[config.mk]
export PLATFORM = sky130hd
export DESIGN_NAME = mmss_countdown
export DESIGN_NICKNAME = d
export VERILOG_FILES = /design/src/rtl/mp3_time_pkg.sv /design/src/rtl/mmss_countdown_tick_gen.sv /design/src/rtl/mmss_countdown.sv
export SDC_FILE = /design/constraint.sdc
export NUM_CORES = 1
export LEC_CHECK = 0
export BUFFER_PORTS_ARGS = -buffer_cell sky130_fd_sc_hd__clkbuf_2
export CAP_MARGIN = 30
export CORE_ASPECT_RATIO = 1.25
export CORE_MARGIN = 5
export CORE_UTILIZATION = 58
export DETAILED_ROUTE_END_ITERATION = 10
export GPL_TIMING_DRIVEN = 0
export PLACE_DENSITY = 0.8
export SYNTH_ARGS = -nofsm -noshare
export SYNTH_HDL_FRONTEND = slang
export SYNTH_SLANG_ARGS = --single-unit
[constraint.sdc]
create_clock -name clk -period 3.24 [get_ports clk]
set_clock_uncertainty 0.15 [all_clocks]
set_input_delay 0.648 -clock clk [delete_from_list [all_inputs] [get_ports clk]]
set_output_delay 0.648 -clock clk [all_outputs]
set_load 0.1 [all_outputs]
[src/rtl/mp3_time_pkg.sv]
`default_nettype none
// ============================================================================
//  Module      : mp3_time_pkg
//  Description : Shared BCD time types and constants for the mm:ss counters.
//  Revision    : 1.0 - initial release
// ============================================================================
package mp3_time_pkg;

    localparam int BCD_W            = 4;
    localparam int TICK_DIV_DEFAULT = 100_000_000;

    typedef logic [BCD_W-1:0] bcd_t;

    typedef struct packed {
        bcd_t min_h;
        bcd_t min_l;
        bcd_t sec_h;
        bcd_t sec_l;
    } mmss_t;

    localparam bcd_t DIG_MAX   = 4'd9;
    localparam bcd_t SEC_H_MAX = 4'd5;

    function automatic bcd_t bcd_clamp(input bcd_t d, input bcd_t lim);
        return (d > lim) ? lim : d;
    endfunction

endpackage
`default_nettype wire

[src/rtl/mmss_countdown_tick_gen.sv]
`default_nettype none
// ============================================================================
//  Module      : tick_gen
//  Description : Enabled prescaler producing a one-cycle tick every TICK_DIV
//                enabled cycles; sync clear, holds its count while disabled.
//  Revision    : 1.0 - initial release
// ============================================================================
module tick_gen #(
    parameter int TICK_DIV = 100_000_000
) (
    input  logic clk,
    input  logic rst_n,
    input  logic en,
    input  logic clr,
    output logic tick
);

    localparam int            c_CNT_W = (TICK_DIV > 2) ? $clog2(TICK_DIV) : 1;
    localparam logic [c_CNT_W-1:0] c_LAST = c_CNT_W'(TICK_DIV - 1);

    logic [c_CNT_W-1:0] r_cnt;
    logic               w_last;

    assign w_last = (r_cnt == c_LAST);
    assign tick   = en & w_last;

    always_ff @(posedge clk or negedge rst_n) begin
        if (!rst_n) begin
            r_cnt <= '0;
        end else if (clr) begin
            r_cnt <= '0;
        end else if (en) begin
            r_cnt <= w_last ? '0 : r_cnt + 1'b1;
        end
    end

endmodule
`default_nettype wire

[src/rtl/mmss_countdown.sv]
`default_nettype none
// ============================================================================
//  Module      : mmss_countdown
//  Description : Loadable mm:ss BCD remaining-time counter, decremented once
//                per second down to 00:00 with a one-cycle expiry pulse.
//  Revision    : 1.0 - initial release
// ============================================================================
module mmss_countdown
    import mp3_time_pkg::*;
#(
    parameter int TICK_DIV = TICK_DIV_DEFAULT
) (
    input  logic       clk,
    input  logic       rst_n,
    input  logic       load,
    input  logic [3:0] ld_min_h,
    input  logic [3:0] ld_min_l,
    input  logic [3:0] ld_sec_h,
    input  logic [3:0] ld_sec_l,
    input  logic       run,
    output logic [3:0] min_h,
    output logic [3:0] min_l,
    output logic [3:0] sec_h,
    output logic [3:0] sec_l,
    output logic       zero,
    output logic       expired
);

    mmss_t r_time;
    logic  r_expired;
    mmss_t w_ld;
    mmss_t w_dec;
    logic  w_tick;
    logic  w_en;

    assign zero    = (r_time == '0);
    assign expired = r_expired;
    assign min_h   = r_time.min_h;
    assign min_l   = r_time.min_l;
    assign sec_h   = r_time.sec_h;
    assign sec_l   = r_time.sec_l;

    // Prescaler only advances while counting, so reaching 00:00 freezes it at 0.
    assign w_en = run & ~zero;

    tick_gen #(
        .TICK_DIV (TICK_DIV)
    ) u_tick_gen (
        .clk   (clk),
        .rst_n (rst_n),
        .en    (w_en),
        .clr   (load),
        .tick  (w_tick)
    );

    always_comb begin
        w_ld.min_h = bcd_clamp(ld_min_h, DIG_MAX);
        w_ld.min_l = bcd_clamp(ld_min_l, DIG_MAX);
        w_ld.sec_h = bcd_clamp(ld_sec_h, SEC_H_MAX);
        w_ld.sec_l = bcd_clamp(ld_sec_l, DIG_MAX);
    end

    // Single-cycle borrow chain; min_h never underflows because zero gates the tick.
    always_comb begin
        w_dec = r_time;
        if (r_time.sec_l != '0) begin
            w_dec.sec_l = r_time.sec_l - 4'd1;
        end else begin
            w_dec.sec_l = DIG_MAX;
            if (r_time.sec_h != '0) begin
                w_dec.sec_h = r_time.sec_h - 4'd1;
            end else begin
                w_dec.sec_h = SEC_H_MAX;
                if (r_time.min_l != '0) begin
                    w_dec.min_l = r_time.min_l - 4'd1;
                end else begin
                    w_dec.min_l = DIG_MAX;
                    w_dec.min_h = r_time.min_h - 4'd1;
                end
            end
        end
    end

    always_ff @(posedge clk or negedge rst_n) begin
        if (!rst_n) begin
            r_time    <= '0;
            r_expired <= 1'b0;
        end else begin
            r_expired <= 1'b0;
            if (load) begin
                r_time <= w_ld;
            end else if (w_tick) begin
                r_time    <= w_dec;
                r_expired <= (w_dec == '0);
            end
        end
    end

endmodule
`default_nettype wire
# [Yosys cells after proc, flatten, opt, wreduce, memory -nomap -nowiden]
# Index checks and enable logic that the tools add are counted.
[totals] regBits=44 input_bits=20 output_inout_bits=18 elab_cells=43
[op_classes] n_addsub=5 n_lt_le_gt_ge=4 eq_ne=1 n_mux=17 bitwise_logic=3 n_reduce_logical=7
[ops] operator="two-way mux 27 bit" n=3
[ops] operator="logical NOT 16 bit" n=2
[ops] operator="two-way mux 16 bit" n=2
[ops] operator="two-way mux 4 bit" n=8
[ops] operator="adder 27 x 1 -> 27 bit, second input constant" n=1
[ops] operator="== test 27 bit, second input constant" n=1
[ops] operator="subtractor 4 x 1 -> 4 bit, second input constant" n=4
[ops] operator="> comparator 4 bit, second input constant" n=3
[ops] operator="two-way mux 12 bit" n=1
[ops] operator="nonzero test 4 bit" n=3
[ops] operator="two-way mux 8 bit" n=1
[ops] operator="> comparator 4 x 3 -> 1 bit, second input constant" n=1
[ops] operator="nonzero test 2 bit" n=2
[ops] operator="AND 1 bit" n=2
[ops] operator="two-way mux 1 bit" n=2
[ops] operator="NOT 1 bit" n=1

# [Depth between registers and ports, before layout]
# Gate-level depths: netlist (run 1).
[depth] word_depth=7 mapped_depth=9 mapped_depth_nobuf=7

# [By module]
# From an unflattened synthesis (run 1), not the netlist that was laid out.
[unflattened] hier_cells=285 hier_area_um2=2656.3
[modules_own_cells] module="tick_gen" n_inst=1 cells_each=166 area_per_inst_um2=1574.0 seq_area_each_um2=675.6
[modules_own_cells] module="mmss_countdown" n_inst=1 cells_each=119 area_per_inst_um2=1082.3 seq_area_each_um2=425.4

# [Worst setup path before layout (run 1)]
# Ideal clock, no wire load.
[synth_path] path_type="flip-flop to output port" startpoint="reg r_time, in the netlist sec_h[1]" endpoint="out zero" arrival_ps=3151 t_required_ps=2442 slack_ps=-709 path_stages_with_launch=4 n_path_buf=0 cell_sequence="dfrtp_1 > nor4_1 > nand3_1 > nor2b_1"
[synth_via] elab_chain_len=1
[synth_lines] item="start: declaration" line_no="mmss_countdown.sv:29" rtl="mmss_t r_time;"
[synth_lines] item="start signal: assignment" line_no="mmss_countdown.sv:91" rtl="r_time <= w_ld;"
[synth_lines] item="start signal: assignment" line_no="mmss_countdown.sv:93" rtl="r_time <= w_dec;"
[synth_lines] item="logical NOT 16 bit" line_no="mmss_countdown.sv:36" rtl="assign zero = (r_time == '0);"
[synth_lines] item="end: declaration" line_no="mmss_countdown.sv:25" rtl="output logic zero,"
# Every way passes these cells.

# [Final worst setup path (run 1)]
[layout_path] startpoint="reg r_time, in the netlist sec_l[0]" endpoint="out zero"
# Same word-level chain as after synthesis.

==> reports/metrics.cfg, run 1 <==
[critical_path]
rr_worst_depth = 6
cp_data_required_time_ns = 2.44
endpoint_kind = output port
arrival_ns = 2.23
worstSetupStartpoint = sec_l[0]
r2r-start = u_tick_gen.r_cnt[0]
startpoint_type = flip-flop
worstSetupEndpoint = zero
reg2reg_slack_ns = 0.26
path_max_fanout = 8
r2r-end = u_tick_gen.r_cnt[18]
critical_path_class = reg2out

[drt]
ant_nets = 0
remaining_drc_errors = 0
vias_per_cell = 6.582
drt_iter0_drc = 239
wl_per_cell_um = 18.24
finalWirelength_mm = 8.024
detailroute.via_count = 2896
first_pass_iters = 5

[timing]
min_period_ns = 3.032
setup_viol = 0
grt_setup_unrepaired = false
worst_pin_slew_ns = 0.9430
setup_tns_ns = 0
max_freq_mhz = 329.9
final-hold-violation-count = 0
finalCritPeriodShare_pct = 93.57
maxSlewViolCount = 0
maxSlewHeadroom_pct = 36.47

[synthesis]
synth_area_mm2 = 0.002873
synth_seq_cells = 44
yosysSeqAreaShare_pct = 38.33
synth_cells = 333
synthArstFlopShare_pct = 100.0
yosysWarnings = 0
synth_top_area_share_pct = 38.33
synth_top_cell_by_area = dfrtp_1
synth_ff_type = dfrtp_1
synth_edf_count = 0
ys_top_cells_by_area = dfrtp_1 38%, nor2_1 4.6%, o21ai_0 4.0%
syn_nets = 356
synthDistinctLibCells = 61
syn_area_per_cell_um2 = 8.627

[place]
place_area_mm2 = 0.003171
dp.cells = 432
hpwl_mm = 5.862
io_buffers = 37
gp_congestion = 0.8889

[worst_hold_path]
hold_path_class = in2async

[power_and_ir_drop]
share_comb_of_total_power_pct = 21.6
clkPwrFrac_pct = 29.6
power_density_mw_per_mm2 = 372.2
p_int_mw = 0.7961
leakage_nw = 1.320
ir_drop_v = 0.0002173
p_sw_share_pct = 35.33
p_seq_share_pct = 48.8
p_switching_mw = 0.4349

[global_route]
grt_pass1_vias = 2759
overflow = 0
antenna_found_initial = 0
track_usage_pct = 26.48
grt_pass1_wl_mm = 13.32
grt_max_degree = 26

[floorplan]
die-width_um = 72.95
fp.coreArea_mm2 = 0.004765
io_pins = 38
std_cell_rows = 28
die_h_um = 88.69
start_util_pct = 60.29
dieArea_mm2 = 0.006469

[clock_network]
clock_sinks = 44
insertion_delay_ns = 0.30
root_buffer = clkbuf_8
cts-resized-gates = 3
clkSlewWorstSetupHoldPaths_ns = 0.09
cts_tree = yes
post_cts_buffers = 0
htree_levels = 2
cts.path.max_buffers = 2
postCtsHoldBufs = 0
cts_buffers = 5

[layout]
antenna_cells = 0
fin_nets = 402
fin_area_mm2 = 0.003307
fin_cells = 440
layout-drive-gt1-share_pct = 17.89
area_growth_pct = 15.11

[job]
maxCapViolCount = 0

[status]
status = completed

-- cells in the mapped netlist (5+ instances only) --
cell / instances
a31oi_1: 11
mux2i_1: 5
dfrtp_1: 44
clkbuf_1: 10
nor4_1: 10
xnor2_1: 5
nand4_1: 13
nor2_1: 35
nor3_1: 10
inv_1: 11
xor2_1: 6
o21ai_0: 23
nand2_1: 27
or4_1: 7
a21oi_1: 15
nand3_1: 20
or3_1: 6
-- worst min path at each step --
| stage | from | to | slack [ns] |
|---|---|---|---|
| 2_1_floorplan | rst_n | expired | 0.20 |
| 3_3_place_gp | u_tick_gen.r_cnt[23] | u_tick_gen.r_cnt[23] | 0.34 |
| 3_5_place_dp | u_tick_gen.r_cnt[23] | u_tick_gen.r_cnt[23] | 0.36 |
| 4_1_cts | rst_n | min_h[0] | 0.19 |
| 5_1_grt | rst_n | min_h[0] | 0.20 |
| 6_report | rst_n | min_h[0] | 0.16 |
-- per-layer routing --
metal  track usage (%)  part of all wire, %  routed length [µm]
met1             32.24                   39                3132
met2             45.32                   50                3997
met3             3.977                  7.0                 565
met4             13.26                  4.1                 328
met5                 0                    0                   0
-- cell type report --
class	count	area [µm²]
Multi-Input combinational cell	264	1725
Tap cell	60	75.07
Timing Repair Buffer	39	215.2
Buffer	14	56.30
Sequential cell	44	1101
Inverter	11	41.29
Fill cell	422	1458
Clock inverter	2	10.01
Clock buffer	6	82.58
-- through the flow --
step / setup WS (ns) / hold WS, ns / util, % / power, mW
after floorplan: 0.06319 / 0.2024 / - / 0.7900
after global placement: 0.1470 / 0.3450 / 65.91 / 0.8602
after detailed placement: 0.08336 / 0.3577 / 66.54 / 0.8678
after CTS: 0.0003217 / 0.1869 / 68.86 / 1.226
after global routing: 0.1125 / 0.1961 / 69.41 / 1.280
final: 0.2084 / 0.1634 / 69.41 / 1.231
-- cells in the final DEF (no fill, tap or decap), types with 7 or more instances in the layout --
master	instances
inv_1	11
clkbuf_2	37
nor3_1	10
o21ai_0	23
nand4_1	13
dfrtp_1	44
or4_1	7
a21oi_1	15
nor4_1	8
a31oi_1	11
nand3_1	20
nand2_1	27
nor2_1	35
clkbuf_1	10
-- critical path, stage by stage (launching register included) --
cell,delay [ns]
dfrtp_1,0.49
nor4_4,0.48
nand3_1,0.34
nor2b_4,0.18
clkbuf_2,0.46
-- power groups by stage --
stage          logic (mW)  clock network (mW)  registers [mW]
3_5_place_dp        0.263                   0           0.604
3_3_place_gp        0.256                   0           0.604
4_1_cts             0.265               0.366           0.595
6_report            0.266               0.365           0.600
2_1_floorplan      0.0776                   0           0.712
5_1_grt             0.284               0.391           0.604
-- registers in the layout, summed over array words and instances (netlist names) --
name / count
min_l: 4
sec_l: 4
sec_h: 4
u_tick_gen.r_cnt: 27
expired: 1
min_h: 4
-- cell families after synthesis --
family	count (synthesis)	synth area share (%)
AO/OA/AOI/OAI	79	18.51
XOR/XNOR	11	3.354
adder cells (fa/ha/maj)	3	1.307
buffers and inverters	25	3.397
flip-flops	44	38.33
multiplexers	6	2.134
AND/OR/NAND/NOR	165	32.97
(Power assumes the default switching activity.)
==> run 2: changes to the inputs <==
--- a/config.mk
+++ b/config.mk
@@ -9,10 +9,11 @@
 export CAP_MARGIN = 30
 export CORE_ASPECT_RATIO = 1.25
 export CORE_MARGIN = 5
-export CORE_UTILIZATION = 58
+export CORE_UTILIZATION = 57
 export DETAILED_ROUTE_END_ITERATION = 10
 export GPL_TIMING_DRIVEN = 0
-export PLACE_DENSITY = 0.8
+export PLACE_DENSITY = 0.79
 export SYNTH_ARGS = -nofsm -noshare
 export SYNTH_HDL_FRONTEND = slang
+export SYNTH_HIERARCHICAL = 1
 export SYNTH_SLANG_ARGS = --single-unit
==> reports/metrics.cfg, run 2 <==
[status]
status = completed  ; unchanged

[power_and_ir_drop]
power_density_mw_per_mm2 = 393.7  ; was 372.2 mW/mm²
p_seq_share_pct = 49.2  ; was 48.8%
p_switching_mw = 0.4187  ; was 0.4349 mW
clkPwrFrac_pct = 29.7  ; was 29.6%
p_sw_share_pct = 34.28  ; was 35.33%
ir_drop_v = 0.0002753  ; was 0.0002173 V
total_power_mw = 1.222  ; was 1.231 mW
share_comb_of_total_power_pct = 21.2  ; was 21.6%
leakage_nw = 1.314  ; was 1.320 nW
p_int_mw = 0.8029  ; was 0.7961 mW

[drt]
finalWirelength_mm = 6.198  ; was 8.024 mm
remaining_drc_errors = 0  ; unchanged
wl_per_cell_um = 15.85  ; was 18.24 µm
first_pass_iters = 5  ; unchanged
ant_nets = 0  ; unchanged
vias_per_cell = 5.972  ; was 6.582
drt_iter0_drc = 141  ; was 239
detailroute.via_count = 2335  ; was 2896

[synthesis]
synth_top_area_share_pct = 41.45  ; was 38.33%
syn_area_per_cell_um2 = 9.320  ; was 8.627 µm²
synthArstFlopShare_pct = 100.0  ; unchanged
syn_nets = 308  ; was 356
synth_edf_count = 0  ; unchanged
synth_ff_type = dfrtp_1  ; unchanged
synth_commonest_cells = 44 x dfrtp_1, 38 x nor2_1, 19 x nand2_1, 17 x o21ai_0  ; was 44 x dfrtp_1, 35 x nor2_1, 27 x nand2_1, 23 x o21ai_0, 20 x nand3_1
yosysWarnings = 6  ; was 0
synth_top_cell_by_area = dfrtp_1  ; unchanged
synthDistinctLibCells = 54  ; was 61
synth_cells = 285  ; was 333
yosysSeqAreaShare_pct = 41.45  ; was 38.33%
synth_seq_cells = 44  ; unchanged
ys_top_cells_by_area = dfrtp_1 41%, nor2_1 5.4%, xor2_1 4.9%  ; was dfrtp_1 38%, nor2_1 4.6%, o21ai_0 4.0%
yosysMostFrequentCell = dfrtp_1  ; unchanged
synth_area_mm2 = 0.002656  ; was 0.002873 mm²

[clock_network]
root_buffer = clkbuf_8  ; unchanged
cts_buffers = 5  ; unchanged
insertion_delay_ns = 0.30  ; about the same
htree_levels = 2  ; unchanged
clkSlewWorstSetupHoldPaths_ns = 0.09  ; about the same
clock_sinks = 44  ; unchanged
cts.path.max_buffers = 2  ; unchanged
cts_tree = yes  ; unchanged

[floorplan]
io_pins = 38  ; unchanged
fp.coreArea_mm2 = 0.004459  ; was 0.004765 mm²
dieArea_mm2 = 0.006134  ; was 0.006469 mm²
die-width_um = 71.06  ; was 72.95 µm
std_cell_rows = 27  ; was 28
start_util_pct = 59.57  ; was 60.29%
die_h_um = 86.33  ; was 88.69 µm

[layout]
fin_area_mm2 = 0.003103  ; was 0.003307 mm²
final_common_cell = nor2_1  ; was dfrtp_1
fin_cells = 391  ; was 440
fin_nets = 355  ; was 402
utilization_pct = 69.58  ; was 69.41%
antenna_cells = 0  ; unchanged
layout_common_cells = 38 x nor2_1, 37 x clkbuf_2, 29 x dfrtp_1, 19 x nand2_1, 17 x o21ai_0  ; was 44 x dfrtp_1, 37 x clkbuf_2, 35 x nor2_1, 27 x nand2_1, 23 x o21ai_0
area_growth_pct = 16.82  ; was 15.11%
layout-drive-gt1-share_pct = 24.92  ; was 17.89%
largest_register = u_tick_gen/r_cnt  ; was u_tick_gen.r_cnt
largest_reg_flops = 27  ; unchanged

[critical_path]
path_max_fanout = 7  ; was 8
startpoint_type = flip-flop  ; unchanged
cp_data_required_time_ns = 2.44  ; about the same
reg2reg_slack_ns = 0.22  ; was 0.26 ns
critical_path_class = reg2out  ; unchanged
endpoint_kind = output port  ; unchanged
r2r-start = sec_l[0]  ; was u_tick_gen.r_cnt[0]
rr_worst_depth = 11  ; was 6
arrival_ns = 2.26  ; was 2.23 ns
r2r-end = min_l[3]  ; was u_tick_gen.r_cnt[18]

[timing]
final-hold-violation-count = 0  ; unchanged
max_freq_mhz = 327.0  ; was 329.9 MHz
setup_tns_ns = 0  ; unchanged
maxSlewViolCount = 0  ; unchanged
setup_viol = 0  ; unchanged
grt_setup_unrepaired = false  ; unchanged
finalCritPeriodShare_pct = 94.38  ; was 93.57%
maxSlewHeadroom_pct = 52.42  ; was 36.47%
setup_ws_ns = 0.1819  ; was 0.2084 ns
min_period_ns = 3.058  ; was 3.032 ns
worst_pin_slew_ns = 0.6957  ; was 0.9430 ns
worst_hold_slack_ns = 0.1785  ; was 0.1634 ns

[place]
hpwl_mm = 4.684  ; was 5.862 mm
io_buffers = 37  ; unchanged
dp_worst_setup_slack_ns = -0.05992  ; was 0.08336 ns
dp.cells = 381  ; was 432
place_area_mm2 = 0.002989  ; was 0.003171 mm²
gp_congestion = 0.9733  ; was 0.8889

[global_route]
track_usage_pct = 21.56  ; was 26.48%
antenna_found_initial = 0  ; unchanged
grt_pass1_wl_mm = 10.63  ; was 13.32 mm
grt_pass1_vias = 2369  ; was 2759
overflow = 0  ; unchanged
grt_max_degree = 25  ; was 26

[worst_hold_path]
hold_path_class = in2async  ; unchanged

[job]
maxCapViolCount = 0  ; unchanged

==> run 2: cell count changes in the layout (fill, tap and decap cells not counted), moves of 6 or more <==
cell,previous run,this run
a31oi_1,11,2
clkbuf_1,10,3
dfrtp_1,44,29
dfrtp_2,0,10
nand2_1,27,19
nor3_1,10,4
o21ai_0,23,17
xor2_1,6,15
==> run 2: logic make-up after synthesis <==
kind of cell | share of synthesized area (%)
simple gates | 34.29
compound gates | 12.34
flops | 41.45
xor+xnor | 7.254
buf+inv | 2.119
mux | 1.131
fa+ha+maj | 1.413
==> run 2: area by class of cell <==
type,count,area (µm²)
multi-input cells,228,1519
clock buffers,6,82.58
plain buffers,7,36.28
well taps,58,72.57
flip-flops and latches,44,1132
repair buffers,40,227.7
inverters,6,22.52
fillers,386,1356
clock inverters,2,10.01
==> run 2: power by group through the flow <==
stage	clock (mW)	sequential, mW	combinational [mW]
6_report	0.362	0.601	0.259
5_1_grt	0.394	0.605	0.276
4_1_cts	0.369	0.600	0.260
3_5_place_dp	0	0.611	0.259
3_3_place_gp	0	0.611	0.253
2_1_floorplan	0	0.730	0.0714
==> run 2: worst max path at each step <==
stage / startpoint / cells after the start / end
2_1_floorplan: sec_l[0] / 11 / min_l[3]
3_3_place_gp: sec_l[0] / 11 / min_l[3]
3_5_place_dp: sec_l[0] / 11 / min_l[3]
4_1_cts: sec_l[0] / 11 / min_l[3]
5_1_grt: sec_h[2] / 4 / zero
6_report: sec_h[1] / 4 / zero
==> run 2: per-layer routing <==
layer | global-route usage [%] | part of all wire (%) | vias up
met4 | 10.77 | 3.6 | 0
met1 | 25.54 | 44 | 1104
li1 | - | - | 1145
met3 | 4.408 | 4.2 | 20
met5 | 0 | 0 | -
met2 | 36.96 | 48 | 66
==> run 2: repair_timing <==
action | 4_1_cts | 5_1_grt
hold buffers | 0 | 0
setup endpoints to repair | 3 | 3
setup buffers | 2 | 0
resized for setup | 0 | 2
==> run 2: critical path, cell delays in order (launching register included) <==
cell	delay [ns]
dfrtp_4	0.51
nor4_4	0.45
and4_1	0.32
and3_4	0.22
clkbuf_2	0.45
